$ cat config.mk
export PLATFORM = sky130hd
export DESIGN_NAME = vga_capture
export DESIGN_NICKNAME = d
export VERILOG_FILES = /design/src/rtl/vga_pkg.sv /design/src/rtl/sync_edge_detect.sv /design/src/rtl/vga_capture.sv
export SDC_FILE = /design/constraint.sdc
export NUM_CORES = 1
export LEC_CHECK = 0
export CAP_MARGIN = 20
export CORE_MARGIN = 2
export CORE_UTILIZATION = 48
export CTS_CLUSTER_DIAMETER = 50
export CTS_CLUSTER_SIZE = 8
export DETAILED_ROUTE_END_ITERATION = 6
export PLACE_DENSITY = 0.76
export SETUP_SLACK_MARGIN = 0.05
export SLEW_MARGIN = 20
export SYNTH_ARGS = -nofsm -noshare
export SYNTH_HDL_FRONTEND = slang
export SYNTH_HIERARCHICAL = 1
export SYNTH_SLANG_ARGS = --single-unit
export TNS_END_PERCENT = 5
$ cat constraint.sdc
create_clock -name clk -period 2.2 [get_ports clk]
set_input_delay 0.55 -clock clk [delete_from_list [all_inputs] [get_ports clk]]
set_output_delay 0.55 -clock clk [all_outputs]
set_load 0.03 [all_outputs]
$ cat src/rtl/vga_pkg.sv
// Shared defaults, FSM state encoding and pixel field types for the VGA capture block.
package vga_pkg;

  localparam int H_ACTIVE_DEF = 640;
  localparam int V_ACTIVE_DEF = 480;

  typedef enum logic [1:0] {
    IDLE,
    WAIT_SOF,
    CAPTURE
  } state_t;

  typedef logic [3:0] colour_t;
  typedef logic [9:0] coord_x_t;
  typedef logic [8:0] coord_y_t;

endpackage

$ cat src/rtl/sync_edge_detect.sv
// Registers one sync input and reports its registered level plus rising/falling edges.
module sync_edge_detect (
  input  logic clk,
  input  logic rst,
  input  logic sync,
  output logic level,
  output logic rise,
  output logic fall
);

  logic prev;

  always_ff @(posedge clk) begin
    if (rst) begin
      level <= 1'b0;
      prev  <= 1'b0;
    end else begin
      level <= sync;
      prev  <= level;
    end
  end

  assign rise = level & ~prev;
  assign fall = ~level & prev;

endmodule

$ cat src/rtl/vga_capture.sv
// Captures active-window pixels from a VGA-style stream, measures frame geometry
// and reports lock once enough consecutive frames match the expected size.
module vga_capture
  import vga_pkg::*;
#(
  parameter int H_ACTIVE    = H_ACTIVE_DEF,
  parameter int V_ACTIVE    = V_ACTIVE_DEF,
  parameter int LOCK_FRAMES = 2
) (
  input  logic        clk,
  input  logic        rst,
  input  logic        h_sync,
  input  logic        v_sync,
  input  logic [3:0]  r_in,
  input  logic [3:0]  g_in,
  input  logic [3:0]  b_in,
  output logic        pix_valid,
  output logic [9:0]  pix_x,
  output logic [8:0]  pix_y,
  output logic [3:0]  pix_r,
  output logic [3:0]  pix_g,
  output logic [3:0]  pix_b,
  output logic        pix_sof,
  output logic        pix_eol,
  output logic        frame_done,
  output logic        frame_err,
  output logic        locked,
  output logic [10:0] meas_width,
  output logic [9:0]  meas_lines
);

  localparam logic [10:0] H_LIM    = 11'(H_ACTIVE);
  localparam logic [9:0]  V_LIM    = 10'(V_ACTIVE);
  localparam logic [7:0]  LOCK_LIM = 8'(LOCK_FRAMES);

  state_t      state;
  logic        primed;
  colour_t     r_q, g_q, b_q;
  logic [10:0] x_cnt;
  logic [9:0]  y_cnt;
  logic        err_flag;
  logic [7:0]  lock_cnt;

  logic h_lvl, h_rise, h_fall;
  logic v_lvl, v_rise, v_fall;

  sync_edge_detect u_h_edge (
    .clk   (clk),
    .rst   (rst),
    .sync  (h_sync),
    .level (h_lvl),
    .rise  (h_rise),
    .fall  (h_fall)
  );

  sync_edge_detect u_v_edge (
    .clk   (clk),
    .rst   (rst),
    .sync  (v_sync),
    .level (v_lvl),
    .rise  (v_rise),
    .fall  (v_fall)
  );

  logic unused_h_rise;
  assign unused_h_rise = h_rise;

  logic        in_capture, pixel_hit, pixel_ok, line_close, frame_close, frame_bad;
  logic        err_next;
  logic [9:0]  y_next;
  logic [7:0]  lock_next;
  coord_x_t    cur_x;
  coord_y_t    cur_y;

  // A line closes on a normal h fall, or when v drops under an open or just-closing line.
  assign in_capture  = (state == CAPTURE);
  assign pixel_hit   = in_capture && h_lvl && v_lvl;
  assign pixel_ok    = pixel_hit && (x_cnt < H_LIM) && (y_cnt < V_LIM);
  assign line_close  = in_capture && ((h_fall && (v_lvl || v_fall)) || (h_lvl && v_fall));
  assign frame_close = in_capture && v_fall;
  assign y_next      = (line_close && (y_cnt != 10'h3FF)) ? y_cnt + 10'd1 : y_cnt;
  assign err_next    = err_flag | (pixel_hit && !pixel_ok) | (line_close && (x_cnt != H_LIM));
  assign frame_bad   = err_next | (y_next != V_LIM);
  assign lock_next   = frame_bad ? 8'd0 :
                       (lock_cnt == LOCK_LIM) ? lock_cnt : lock_cnt + 8'd1;
  assign cur_x       = x_cnt[9:0];
  assign cur_y       = y_cnt[8:0];

  // primed keeps IDLE from trusting the reset value of the v register as a real low sample.
  always_ff @(posedge clk) begin
    if (rst) begin
      state      <= IDLE;
      primed     <= 1'b0;
      r_q        <= '0;
      g_q        <= '0;
      b_q        <= '0;
      x_cnt      <= '0;
      y_cnt      <= '0;
      err_flag   <= 1'b0;
      lock_cnt   <= '0;
      locked     <= 1'b0;
      pix_valid  <= 1'b0;
      pix_x      <= '0;
      pix_y      <= '0;
      pix_r      <= '0;
      pix_g      <= '0;
      pix_b      <= '0;
      pix_sof    <= 1'b0;
      pix_eol    <= 1'b0;
      frame_done <= 1'b0;
      frame_err  <= 1'b0;
      meas_width <= '0;
      meas_lines <= '0;
    end else begin
      r_q        <= r_in;
      g_q        <= g_in;
      b_q        <= b_in;
      primed     <= 1'b1;
      pix_valid  <= pixel_ok;
      pix_x      <= pixel_ok ? cur_x : '0;
      pix_y      <= pixel_ok ? cur_y : '0;
      pix_r      <= pixel_ok ? r_q : '0;
      pix_g      <= pixel_ok ? g_q : '0;
      pix_b      <= pixel_ok ? b_q : '0;
      pix_sof    <= pixel_ok && (x_cnt == 11'd0) && (y_cnt == 10'd0);
      pix_eol    <= pixel_ok && (x_cnt == H_LIM - 11'd1);
      frame_done <= frame_close;
      frame_err  <= frame_close && frame_bad;

      case (state)
        IDLE: begin
          if (primed && !v_lvl) state <= WAIT_SOF;
        end
        WAIT_SOF: begin
          if (v_rise) begin
            state    <= CAPTURE;
            x_cnt    <= '0;
            y_cnt    <= '0;
            err_flag <= 1'b0;
          end
        end
        CAPTURE: begin
          if (pixel_hit && (x_cnt != 11'h7FF)) x_cnt <= x_cnt + 11'd1;
          if (line_close) begin
            meas_width <= x_cnt;
            x_cnt      <= '0;
          end
          y_cnt    <= y_next;
          err_flag <= err_next;
          if (frame_close) begin
            meas_lines <= y_next;
            lock_cnt   <= lock_next;
            locked     <= (lock_next == LOCK_LIM);
            state      <= WAIT_SOF;
          end
        end
        default: state <= IDLE;
      endcase
    end
  end

endmodule

# Word-level counts from Yosys, hierarchy flattened
# Index checks and enable logic that the tools add are counted.
# W data, S select, Z words.
dict set report word_totals {
  ff_bits 107
  latch_bits 0
  ram_bits 0
  rom_bits 0
  out_inout_bits 58
  n_memories 0
}
dict set report classes {
  n_addsub 3
  multipliers 0
  div_mod_pow 0
  order_cmp 2
  eq_ne 13
  n_shift 0
  mux 16
  bitwise_logic 10
  n_reduce_logical 31
}
# cell n
set ops {}
lappend ops {{$mux W11} 3}
lappend ops {{$pmux W11 S2} 1}
lappend ops {{$mux W10} 2}
lappend ops {{$pmux W10 S2} 1}
lappend ops {{$logic_and A1 B1 Y1} 17}
lappend ops {{$eq A8 B2 Y1 const B} 2}
lappend ops {{$mux W8} 2}
lappend ops {{$add A11 B1 Y11 const B} 1}
lappend ops {{$eq A11 B10 Y1 const B} 1}
lappend ops {{$logic_not A11 Y1} 1}
lappend ops {{$lt A11 B10 Y1 const B} 1}
lappend ops {{$ne A11 B10 Y1 const B} 1}
lappend ops {{$ne A11 B11 Y1 const B} 1}
lappend ops {{$add A10 B1 Y10 const B} 1}
lappend ops {{$logic_not A10 Y1} 1}
lappend ops {{$lt A10 B9 Y1 const B} 1}
lappend ops {{$ne A10 B10 Y1 const B} 1}
lappend ops {{$ne A10 B9 Y1 const B} 1}
lappend ops {{$add A8 B1 Y8 const B} 1}
lappend ops {{$mux W2} 3}
lappend ops {{$pmux W2 S3} 1}
lappend ops {{$reduce_and A2 Y1} 3}
lappend ops {{$reduce_and A3 Y1} 2}
lappend ops {{$ne A2 B1 Y1 const B} 2}
lappend ops {{14 further kinds} 24}

# Depth between registers and ports, before layout
# Gate-level depths: netlist (run 1).
dict set report logic_depth {
  word_depth 12
  depth_mapped 11
  depth_no_buf 9
}

# Modules after synthesis
# Netlist (run 1), hierarchy kept.
# module instances cells_each area_per_inst_um2 seq_area_each_um2
set by_module_without_submodules {}
lappend by_module_without_submodules {vga_capture 1 516 4471.8 2062.0}
lappend by_module_without_submodules {sync_edge_detect 2 6 65.1 40.0}

# Worst setup path before layout (run 1)
# No wires, ideal clock.
dict set report synth_path {
  path_type {reg-to-reg}
  startpoint {register state[0]}
  endpoint {register locked}
  arrival_ns 2.336
  setup_slack_ns -0.206
  path_stages_with_launch 12
  path_buffers 2
  cell_sequence {dfxtp_1 inv_1 ha_1 buf_6 inv_4 or3_1 buf_6 nor4b_2 xor2_1 nor4_4 nand3_1 a21oi_1}
}
dict set report synth_via {
  elab_chain_len 12
}
# element line_no
set synth_lines {}
lappend synth_lines {{start, declared} vga_capture.sv:36} ;# state_t state;
lappend synth_lines {{start signal, assigned} vga_capture.sv:92} ;# state <= IDLE;
lappend synth_lines {{start signal, assigned} vga_capture.sv:132} ;# if (primed && !v_lvl) state <= WAIT_SOF;
lappend synth_lines {{start signal, assigned} vga_capture.sv:136} ;# state <= CAPTURE;
lappend synth_lines {{$eq A2 B2 Y1 *} {vga_capture.sv:76, vga_capture.sv:130}}
lappend synth_lines {{$logic_and A1 B1 Y1 (2 in series)} vga_capture.sv:77} ;# assign pixel_hit = in_capture && h_lvl && v_lvl;
lappend synth_lines {{$logic_and A1 B1 Y1 (2 in series)} vga_capture.sv:78} ;# assign pixel_ok = pixel_hit && (x_cnt < H_LIM) && (y_cnt < V_LIM);
lappend synth_lines {{$logic_not A1 Y1} vga_capture.sv:82} ;# assign err_next = err_flag | (pixel_hit && !pixel_ok) | (line_close && (x_cnt != H_LIM));
lappend synth_lines {{$logic_and A1 B1 Y1} vga_capture.sv:82}
lappend synth_lines {{$or A1 B1 Y1 (2 in series)} vga_capture.sv:82}
lappend synth_lines {{$or A1 B1 Y1} vga_capture.sv:83} ;# assign frame_bad = err_next | (y_next != V_LIM);
lappend synth_lines {{$mux W8} vga_capture.sv:84} ;# assign lock_next = frame_bad ? 8'd0 :
lappend synth_lines {{$eq A8 B2 Y1} vga_capture.sv:153} ;# locked <= (lock_next == LOCK_LIM);
lappend synth_lines {{end signal, assigned} vga_capture.sv:153}
lappend synth_lines {{end, declared} vga_capture.sv:27} ;# output logic locked,
# Mark *: on every way between the ends. The rest lies on a longest branch, timed or not.
# A chain may end at the register's enable or synchronous reset.

# Final worst setup path (run 1)
dict set report layout_path {
  startpoint {register state[0]}
  endpoint {register lock_cnt[1]}
}
dict set report layout_via {
  elab_chain_len 11
}
# element line_no
set layout_lines {}
lappend layout_lines {{$eq A2 B2 Y1 *} {vga_capture.sv:76, vga_capture.sv:130}}
lappend layout_lines {{$logic_and A1 B1 Y1 (2 in series)} vga_capture.sv:77}
lappend layout_lines {{$logic_and A1 B1 Y1 (2 in series)} vga_capture.sv:78}
lappend layout_lines {{$logic_not A1 Y1} vga_capture.sv:82}
lappend layout_lines {{$logic_and A1 B1 Y1} vga_capture.sv:82}
lappend layout_lines {{$or A1 B1 Y1 (2 in series)} vga_capture.sv:82}
lappend layout_lines {{$or A1 B1 Y1} vga_capture.sv:83}
lappend layout_lines {{$mux W8} vga_capture.sv:84}
lappend layout_lines {{end signal, assigned} vga_capture.sv:152} ;# lock_cnt <= lock_next;
lappend layout_lines {{end, declared} vga_capture.sv:42} ;# logic [7:0] lock_cnt;
# Marked as above.

==> impl_metrics.env, run 1 <==
export IMPL_final_util_pct=68.8
export IMPL_ys_warn_count=6
export IMPL_initialDrtViolationCount=244
export IMPL_cts_sinks=107
export IMPL_clock_root_buffer="sky130_fd_sc_hd__clkbuf_8"
export IMPL_setup_slack_ns=0.0187
export IMPL_grt_busiest_layer="met2"
export IMPL_worst_path_max_delay_cell="sky130_fd_sc_hd__or3_4"
export IMPL_first_global_vias=4129
export IMPL_synthesis_instances=527
export IMPL_num_vias=4311
export IMPL_place_area_um2=6010
export IMPL_core_area_um2=9280
export IMPL_flow_area_growth_from_synthesis_pct=39.1
export IMPL_report_final_setup_viol=0
export IMPL_dp_worst_setup_slack_ns=-0.161
export IMPL_series_of_cell_instances_along_the_critical_path="inv_2 > ha_4 > inv_4 > or3_4 > nor4b_4 > xor2_2 > nor4_4 > buf_6 > nand3_1 > a21oi_2"
export IMPL_power_total_mw=3.98
export IMPL_drt_wirelength_per_cell_um=15.3
export IMPL_setup_worst_path_class="flip-flop to flip-flop"
export IMPL_report_final_hold_viol_count=0
export IMPL_critical_path_arrival_ns=2.50
export IMPL_synth_avg_cell_area_um2=8.72
export IMPL_clk_path_buf_depth=2
export IMPL_critical_path_required_ns=2.51
export IMPL_outcome="complete, no violations"
export IMPL_fmaxAchievable_mhz=458
export IMPL_global_route_usage_met2_pct=40.0
export IMPL_gr_usage_met1_pct=31.1
export IMPL_maximum_number_of_pins_on_one_net_before_global_route_repair=73
export IMPL_rr_endpoint="lock_cnt[1]"
export IMPL_gr_total_overflow=0
export IMPL_final_cell_area_um2=6390
export IMPL_timing_slew_headroom_pct=72.6
export IMPL_worst_ir_drop_vdd_mv=0.512
export IMPL_filler_cell_count=770
export IMPL_cts_hold_buf=0
export IMPL_fin_skew_ns=0.0100
export IMPL_synth_net_count=553
export IMPL_die_y_um=102
export IMPL_gp_routability_congestion=0.983
export IMPL_post_route_drc_violation_count=0
export IMPL_syn_cell_area_um2=4600
export IMPL_antenna_violations_before_repair=0
export IMPL_clkTransAtPathRegs_ns=0.11
export IMPL_maxCapViolations=0
export IMPL_first_pass_iters=5
export IMPL_finalWirelength_mm=12.2
export IMPL_io_buffer_count=73
export IMPL_viasPerCell=5.42
export IMPL_timing_hold_worst_endpoint="pix_g[1]"
export IMPL_crit_path_time_final_ns=2.18
export IMPL_drive_gt1_share_pct=23.2
export IMPL_r2r_slack_ns=0.02
export IMPL_antenna_cells=0
export IMPL_min_path_cells=1
export IMPL_max_stage_delay_ns=0.42
export IMPL_worst_r2r_path_depth=10
export IMPL_gr_usage_all_layers_pct=24.0
export IMPL_cts_inserted_buffers=9
export IMPL_worstHoldStart="g_q[1]"
export IMPL_floorplan_die_width_um=102
export IMPL_drtAntennaViolNets=0
export IMPL_timing_critical_path_from_type="flip-flop"
export IMPL_tightest_slew_ns=0.408
export IMPL_fp_row_count=35
export IMPL_cp_max_fo=8
export IMPL_global_route_wire_length_before_repair_mm=20.0
export IMPL_cts_htree_levels=3
export IMPL_fin_crit_sh_pct=99.1
export IMPL_clk_latency_ns=0.37
export IMPL_powerDensity_nw_per_um2=623
export IMPL_setup_tns_ns=0
export IMPL_dieArea_um2=10400
export IMPL_r2r_start="state[0]"
export IMPL_io_pins=74
export IMPL_cts_tree="built"
export IMPL_rsz_0062_raised_after_global_routing="true"
export IMPL_endpoint_kind="flip-flop"
export IMPL_initial_core_util_pct=49.5
export IMPL_grt_met3_usage_pct=4.10
export IMPL_finalMaxSlewViolations=0
export IMPL_p_leak_nw=2.39
export IMPL_place_hpwl_mm=8.89
export IMPL_num_nets_final=688
export IMPL_worst_hold_path_type="flip-flop to flip-flop"
## cells in the final DEF, fill, tap and decap left out, types with 3 or more instances in the layout
| master | instances |
|---|---|
| sky130_fd_sc_hd__dfxtp_1 | 97 |
| sky130_fd_sc_hd__buf_4 | 81 |
| sky130_fd_sc_hd__clkdlybuf4s50_1 | 72 |
| sky130_fd_sc_hd__nand2_1 | 51 |
| sky130_fd_sc_hd__nor2_1 | 50 |
| sky130_fd_sc_hd__a21oi_1 | 36 |
| sky130_fd_sc_hd__and2_1 | 26 |
| sky130_fd_sc_hd__nand3_1 | 22 |
| sky130_fd_sc_hd__nor2b_1 | 21 |
| sky130_fd_sc_hd__nor4_1 | 16 |
| sky130_fd_sc_hd__nor3_1 | 12 |
| sky130_fd_sc_hd__inv_1 | 10 |
| sky130_fd_sc_hd__ha_1 | 9 |
| sky130_fd_sc_hd__clkbuf_8 | 9 |
| sky130_fd_sc_hd__dfxtp_2 | 9 |
| sky130_fd_sc_hd__o21ai_0 | 8 |
| sky130_fd_sc_hd__xnor2_1 | 8 |
| sky130_fd_sc_hd__nand4_1 | 6 |
| sky130_fd_sc_hd__xor2_1 | 6 |
| sky130_fd_sc_hd__o211ai_1 | 6 |
| sky130_fd_sc_hd__or3_1 | 5 |
| sky130_fd_sc_hd__nand2b_1 | 5 |
| sky130_fd_sc_hd__buf_6 | 5 |
| sky130_fd_sc_hd__nor3_2 | 4 |
| sky130_fd_sc_hd__and3_1 | 4 |
| sky130_fd_sc_hd__nor4_2 | 4 |
| sky130_fd_sc_hd__a211oi_1 | 4 |
| sky130_fd_sc_hd__nor4_4 | 3 |
| sky130_fd_sc_hd__nor3b_1 | 3 |
## routing by layer
metal,up-vias,routed length [µm]
met5,-,0
met1,2020,5460
li1,2094,-
met2,160,5690
met4,0,344
met3,37,711
## what timing repair did
item / 4_1_cts / 5_1_grt
endpoints found under the setup margin: 17 / 25
gates resized for setup: 15 / 26
pin swaps: 5 / 10
setup buffers: 1 / 1
## area by class of cell
cell class                 instances  area, µm²  area share [%]
sequential                       107       2160            33.8
multi-input combinational        371       2390            37.5
inverter                          13       51.3           0.803
clock inverter                     7       92.6            1.45
tap                              129        161            2.53
clock buffer                       9        124            1.94
timing repair buffer             160       1410            22.1
## worst max-delay path, delay by kind of cell (launching register included)
| kind | cells | cell delay (ns) |
|---|---|---|
| adder cells (fa/ha/maj) | 1 | 0.14 |
| AND/OR/NAND/NOR | 4 | 1.10 |
| buffers and inverters | 3 | 0.26 |
| flip-flops | 1 | 0.34 |
| XOR/XNOR | 1 | 0.17 |
| AO/OA/AOI/OAI | 1 | 0.11 |
## through the flow
stage,hold WS [ns],cells
final,0.435,796
after detailed placement,0.412,778
after global routing,0.454,796
after floorplan,0.406,527
after CTS,0.438,795
after global placement,0.408,778
## state kept, by name, indices dropped and copies added, names as in the netlist, 2 cells and up
name / cells
pix_x: 10
y_cnt: 10
b_q: 4
lock_cnt: 8
pix_g: 4
pix_b: 4
pix_r: 4
r_q: 4
x_cnt: 11
state: 2
pix_y: 9
meas_lines: 10
meas_width: 11
g_q: 4
## where the power goes
part | leakage (nW) | total (mW) | switching (mW) | internal [mW]
sequential | 0.871 | 2.01 | 0.0249 | 1.98
clock | 0.109 | 1.27 | 0.718 | 0.556
combinational | 1.40 | 0.704 | 0.408 | 0.297
total | 2.39 | 3.98 | 1.15 | 2.83
## worst max path at each step
stage	start	to	slack, ns	cells past startpoint
2_1_floorplan	state[0]	locked	-0.12	11
3_3_place_gp	u_h_edge/level	locked	-0.09	10
3_5_place_dp	u_h_edge/level	locked	-0.16	10
4_1_cts	state[0]	locked	0.02	10
5_1_grt	state[0]	lock_cnt[7]	-0.06	10
6_report	state[0]	lock_cnt[1]	0.02	10
Note: power is estimated with default switching activity, not from simulation.
==> inputs of run 2 (changes only) <==
CORE_UTILIZATION = 40   (was 48)
PLACE_DENSITY = unset   (was 0.76)
SLEW_MARGIN = unset   (was 20)
==> run 2 against run 1 <==
  * The run now ends with negative setup slack left
  * Combinational power rose by 3.8%
  * Critical path depth rose by 1
  * Clock-buffer cell count did not move
  * Power rose by 6.5%
  * Highest routed layer unchanged
==> impl_metrics.env, run 2 (synthesized netlist as in run 1, its figures left out) <==
export IMPL_outcome="complete, but fails checks"
export IMPL_failed_checks="negative setup slack"
export IMPL_cts_inserted_buffers=9
export IMPL_clock_root_buffer="sky130_fd_sc_hd__clkbuf_16"
export IMPL_report_final_hold_viol_count=0
export IMPL_report_final_setup_viol=8
export IMPL_crit_start="y_cnt[1]"
export IMPL_flow_area_growth_from_synthesis_pct=40.9
export IMPL_initial_core_util_pct=40.6
export IMPL_global_route_wire_length_before_repair_mm=20.3
export IMPL_worst_hold_path_type="flip-flop to flip-flop"
export IMPL_num_nets_final=686
export IMPL_gp_routability_congestion=0.936
export IMPL_finalWirelength_mm=12.7
export IMPL_io_pins=74
export IMPL_place_hpwl_mm=9.13
export IMPL_critical_path_required_ns=2.48
export IMPL_power_frac_clock_pct=35.5
export IMPL_fin_skew_ns=0.00687
export IMPL_setup_tns_ns=-0.153
export IMPL_clkTransAtPathRegs_ns=0.07
export IMPL_cellInternalPower_mw=3.06
export IMPL_timing_critical_path_from_type="flip-flop"
export IMPL_crit_path_time_final_ns=2.24
export IMPL_gr_total_overflow=0
export IMPL_drive_gt1_share_pct=22.6
export IMPL_setup_worst_path_class="flip-flop to flip-flop"
export IMPL_reg_top3="meas_width (11), x_cnt (11)"
export IMPL_finalMaxSlewViolations=0
export IMPL_p_leak_nw=2.41
export IMPL_num_vias=4258
export IMPL_first_global_vias=4020
export IMPL_fp_row_count=39
export IMPL_floorplan_die_width_um=111
export IMPL_cts_sinks=107
export IMPL_cp_max_fo=7
export IMPL_power_frac_comb_pct=17.2
export IMPL_setup_slack_ns=-0.0352
export IMPL_sw_frac_of_total_pct=27.8
export IMPL_critical_path_arrival_ns=2.52
export IMPL_maxCapViolations=0
export IMPL_most_frequent_cells_in_the_layout="sky130_fd_sc_hd__dfxtp_1 (101), sky130_fd_sc_hd__buf_4 (81), sky130_fd_sc_hd__clkdlybuf4s50_1 (72)"
export IMPL_drt_wirelength_per_cell_um=15.7
export IMPL_cts_tree="built"
export IMPL_io_buffer_count=73
export IMPL_ff_latch_area_um2=2150
export IMPL_cts_htree_levels=3
export IMPL_maximum_number_of_pins_on_one_net_before_global_route_repair=42
export IMPL_r2r_start="y_cnt[1]"
export IMPL_worst_ir_drop_vdd_mv=0.490
export IMPL_tightest_slew_ns=0.450
export IMPL_viasPerCell=5.27
export IMPL_cts_hold_buf=0
export IMPL_layout_cells_most_common="sky130_fd_sc_hd__dfxtp_1"
export IMPL_core_area_um2=11300
export IMPL_fin_crit_sh_pct=102
export IMPL_switchingPower_mw=1.18
export IMPL_gr_usage_all_layers_pct=20.4
export IMPL_initialDrtViolationCount=297
export IMPL_final_util_pct=57.2
export IMPL_timing_slew_headroom_pct=70.0
export IMPL_sequentialPowerShare_pct=47.3
export IMPL_die_y_um=111
export IMPL_fmaxAchievable_mhz=447
export IMPL_drtAntennaViolNets=0
export IMPL_worstHoldStart="g_q[0]"
export IMPL_powerDensity_nw_per_um2=655
export IMPL_rsz_0062_raised_after_global_routing="true"
export IMPL_filler_cell_count=1042
export IMPL_area_occupied_by_multi_input_gates_um2=2440
export IMPL_clk_path_buf_depth=2
export IMPL_endpoint_kind="flip-flop"
export IMPL_first_pass_iters=5
export IMPL_clk_latency_ns=0.35
export IMPL_antenna_violations_before_repair=0
export IMPL_dieArea_um2=12400
export IMPL_antenna_cells=0
export IMPL_dp_worst_setup_slack_ns=-0.158
export IMPL_post_route_drc_violation_count=0
## run 2: cell type report
| type | instances | area share [%] |
|---|---|---|
| Timing Repair Buffer | 158 | 21.3 |
| Tap cell | 143 | 2.76 |
| Clock buffer | 9 | 3.48 |
| Multi-Input combinational cell | 371 | 37.7 |
| Clock inverter | 7 | 0.754 |
| Inverter | 13 | 0.792 |
| Sequential cell | 107 | 33.2 |
## run 2: per-stage QoR
step / cell area (µm²) / total power [mW] / hold WS [ns] / instances
after global routing: 6470 / 4.43 / 0.439 / 808
after floorplan: 4630 / 2.44 / 0.406 / 527
after global placement: 5990 / 2.75 / 0.408 / 788
after detailed placement: 5990 / 2.76 / 0.412 / 788
after CTS: 6380 / 4.28 / 0.429 / 805
final: 6470 / 4.24 / 0.427 / 808
## run 2: timing repair
action,CTS,global route
setup endpoints to repair,17,22
setup buffers,1,3
resized for setup,25,18
gates cloned,0,0
pin swaps,12,19
## run 2: worst paths after layout
kind | slack (ns) | endpoint | cells after the start
max | -0.04 | lock_cnt[1] | 11
min | 0.43 | pix_g[0] | 1
max reg2reg | -0.04 | lock_cnt[1] | 11
min reg2reg | 0.43 | pix_g[0] | 1
## run 2: critical path, cell delays in order (launching register included)
cell and delay (ns):
sky130_fd_sc_hd__dfxtp_1 0.35, sky130_fd_sc_hd__ha_2 0.21, sky130_fd_sc_hd__nand4_1 0.18, sky130_fd_sc_hd__buf_4 0.19, sky130_fd_sc_hd__buf_4 0.12, sky130_fd_sc_hd__nand3_1 0.16
sky130_fd_sc_hd__o31a_1 0.22, sky130_fd_sc_hd__nor2_4 0.06, sky130_fd_sc_hd__nor4_4 0.27, sky130_fd_sc_hd__buf_4 0.20, sky130_fd_sc_hd__nand3_1 0.08, sky130_fd_sc_hd__a21oi_1 0.11
## run 2: routing by layer
metal  global-route usage [%]  wire (µm)  vias to the layer above
met3                     3.06        691                       25
met1                     28.1       6060                     1996
met5                        0          0                        -
met4                     8.31        287                        0
met2                     32.2       5670                      149
li1                         -          -                     2088
## run 2: power by group through the flow
stage                     Clock, mW  Combinational, mW  Sequential, mW
after detailed placement          0              0.714            2.05
final                          1.51              0.731            2.00
after CTS                      1.55              0.722            2.00
after global routing           1.64              0.788            2.01
after global placement            0              0.709            2.05
after floorplan                   0              0.381            2.06
==> inputs of run 3 (changes only) <==
PLACE_DENSITY = 0.65   (was unset)
SYNTH_HIERARCHICAL = unset   (was 1)
==> run 3 against run 2 <==
  * The run now ends clean
  * Register-to-register slack improved by 0.06 ns
  * Non-clock buffer count fell by 34
  * Sequential cell count did not move
  * Via count fell by 7.4%
==> impl_metrics.env, run 3 <==
export IMPL_outcome="complete, no violations"
export IMPL_cts_inserted_buffers=9
export IMPL_rr_endpoint="frame_err"
export IMPL_ff_latch_area_um2=2150
export IMPL_maximum_number_of_pins_on_one_net_before_global_route_repair=54
export IMPL_rsz_0062_raised_after_global_routing="true"
export IMPL_clock_root_buffer="sky130_fd_sc_hd__clkbuf_8"
export IMPL_asyncSetResetFlopFracSynth_pct=0
export IMPL_filler_cell_count=1019
export IMPL_reg_top3="meas_width (11), x_cnt (11)"
export IMPL_ys_seq_area_share_pct=48.1
export IMPL_drive_gt1_share_pct=15.4
export IMPL_io_buffer_count=73
export IMPL_dieArea_um2=12000
export IMPL_maxCapViolations=0
export IMPL_initialDrtViolationCount=280
export IMPL_num_nets_final=635
export IMPL_clkTransAtPathRegs_ns=0.11
export IMPL_synth_net_count=529
export IMPL_syn_cell_area_um2=4460
export IMPL_p_leak_nw=2.13
export IMPL_post_synth_top_area_fraction_pct=48.1
export IMPL_fp_row_count=38
export IMPL_gr_total_overflow=0
export IMPL_min_path_cells=1
export IMPL_postSynth_topFlopCell="sky130_fd_sc_hd__dfxtp_1"
export IMPL_netlist_top_cells_area="sky130_fd_sc_hd__dfxtp_1 (48%), sky130_fd_sc_hd__nand2_1 (4.2%), sky130_fd_sc_hd__nor2_1 (4.0%)"
export IMPL_setup_worst_path_class="flip-flop to flip-flop"
export IMPL_timing_critical_path_from_type="flip-flop"
export IMPL_first_global_vias=3719
export IMPL_synth_avg_cell_area_um2=8.88
export IMPL_worst_ir_drop_vdd_mv=0.329
export IMPL_critical_path_arrival_ns=2.44
export IMPL_synthesis_instances=502
export IMPL_worst_r2r_path_depth=9
export IMPL_synthDominantAreaCellType="sky130_fd_sc_hd__dfxtp_1"
export IMPL_r2r_slack_ns=0.03
export IMPL_cts_htree_levels=3
export IMPL_flow_area_growth_from_synthesis_pct=32.0
export IMPL_gp_routability_congestion=0.921
export IMPL_r2r_start="state[0]"
export IMPL_netlist_cell_type_count=55
export IMPL_grt_met3_usage_pct=3.79
export IMPL_finalMaxSlewViolations=0
export IMPL_ys_warn_count=0
export IMPL_clk_latency_ns=0.38
export IMPL_viasPerCell=5.24
export IMPL_initial_core_util_pct=41.1
export IMPL_clk_path_buf_depth=2
export IMPL_powerDensity_nw_per_um2=629
export IMPL_gr_usage_met1_pct=24.5
export IMPL_timing_hold_worst_endpoint="pix_r[0]"
export IMPL_tightest_slew_ns=0.448
export IMPL_fin_cells=752
export IMPL_antenna_violations_before_repair=0
export IMPL_fmaxAchievable_mhz=460
export IMPL_drtAntennaViolNets=0
export IMPL_area_occupied_by_multi_input_gates_um2=2200
export IMPL_global_route_usage_met2_pct=32.0
export IMPL_place_hpwl_mm=8.10
export IMPL_post_route_drc_violation_count=0
export IMPL_cts_sinks=107
export IMPL_timing_slew_headroom_pct=69.8
export IMPL_crit_path_time_final_ns=2.17
export IMPL_io_pins=74
export IMPL_drt_wirelength_per_cell_um=14.9
export IMPL_worstHoldStart="r_q[0]"
export IMPL_first_pass_iters=4
export IMPL_final_cell_area_um2=5880
export IMPL_place_area_um2=5620
export IMPL_fin_crit_sh_pct=98.8
export IMPL_die_y_um=110
export IMPL_num_vias=3944
export IMPL_report_final_hold_viol_count=0
export IMPL_cts_tree="built"
export IMPL_ys_seq_elements=107
export IMPL_global_route_wire_length_before_repair_mm=18.0
export IMPL_post_synth_top_count_cell="sky130_fd_sc_hd__dfxtp_1"
export IMPL_finalWirelength_mm=11.2
export IMPL_grt_busiest_layer="met2"
export IMPL_report_final_setup_viol=0
export IMPL_ys_top_cells_by_count="sky130_fd_sc_hd__dfxtp_1 (107), sky130_fd_sc_hd__nand2_1 (50), sky130_fd_sc_hd__nor2_1 (47)"
export IMPL_dpl_cell_count=734
export IMPL_synth_edf_count=0
export IMPL_critical_path_required_ns=2.47
export IMPL_floorplan_die_width_um=110
export IMPL_layout_cells_most_common="sky130_fd_sc_hd__dfxtp_1"
export IMPL_most_frequent_cells_in_the_layout="sky130_fd_sc_hd__dfxtp_1 (104), sky130_fd_sc_hd__clkdlybuf4s50_1 (72), sky130_fd_sc_hd__nand2_1 (49)"
export IMPL_fin_skew_ns=0.0160
export IMPL_endpoint_kind="flip-flop"
export IMPL_antenna_cells=0
export IMPL_cp_max_fo=4
export IMPL_worst_hold_path_type="flip-flop to flip-flop"
export IMPL_power_total_mw=3.70
export IMPL_core_area_um2=10800
export IMPL_gr_usage_all_layers_pct=19.3
-- run 3: power by group --
part	total [mW]	switching, mW	leakage (nW)	internal (mW)
combinational	0.589	0.335	1.17	0.254
clock	1.12	0.698	0.0863	0.420
sequential	1.99	0.0213	0.868	1.97
-- run 3: final cells by class --
class / instances / area share, %
clock buffer: 9 / 2.11
clock inverter: 6 / 0.872
tap: 140 / 2.98
multi-input combinational: 351 / 37.4
sequential: 107 / 36.5
timing repair buffer: 124 / 19.2
inverter: 15 / 0.957
-- run 3: how the worst max path moves through the flow --
stage / end / from / slack [ns]
final: frame_err / state[0] / 0.03
after global routing: lock_cnt[2] / state[0] / -0.07
after CTS: locked / state[0] / -0.03
after detailed placement: lock_cnt[1] / state[0] / -0.03
after global placement: lock_cnt[1] / state[0] / 0.04
after floorplan: locked / state[0] / -0.04
-- run 3: per-stage QoR --
stage	setup TNS [ns]	worst slack, ns	utilization [%]	hold slack [ns]
floorplan	-0.0378	-0.0378	-	0.406
global placement	0	0.0449	51.9	0.410
detailed placement	-0.0332	-0.0261	51.9	0.413
CTS	-0.0258	-0.0258	53.8	0.438
global route	-0.428	-0.0740	54.3	0.455
finish	0	0.0256	54.3	0.434
-- run 3: what timing repair did --
item | 4_1_cts | 5_1_grt
endpoints found under the setup margin | 10 | 23
resized for setup | 6 | 12
pin swaps | 7 | 6
hold buffers | 0 | 0
buffers inserted | 2 | 1
-- run 3: logic make-up (layout without fill, tap and decap cells) --
group | Yosys count | in the layout | synth area share [%]
DFF | 107 | 107 | 48.1
buffers and inverters | 44 | 154 | 3.93
muxes | 5 | 5 | 1.15
adders and majority gates | 11 | 11 | 3.09
AOI/OAI and AO/OA | 83 | 83 | 12.5
and+or+nand+nor | 235 | 235 | 27.9
xor gates and xnor gates | 17 | 17 | 3.34
-- run 3: routing by layer --
layer  wire length (µm)  vias up
met5                  0        -
met4                204        0
met3                704       17
met2               5330      129
met1               4940     1846
li1                   -     1952
-- run 3: worst max-delay path: stages, from the launching register on --
cell and delay [ns]:
sky130_fd_sc_hd__dfxtp_2 0.34, sky130_fd_sc_hd__inv_2 0.06, sky130_fd_sc_hd__ha_4 0.13, sky130_fd_sc_hd__a21boi_4 0.22, sky130_fd_sc_hd__nand2_2 0.08, sky130_fd_sc_hd__or4_4 0.50, sky130_fd_sc_hd__a221oi_4 0.36, sky130_fd_sc_hd__nand2_4 0.11
sky130_fd_sc_hd__buf_6 0.13, sky130_fd_sc_hd__and2_1 0.14
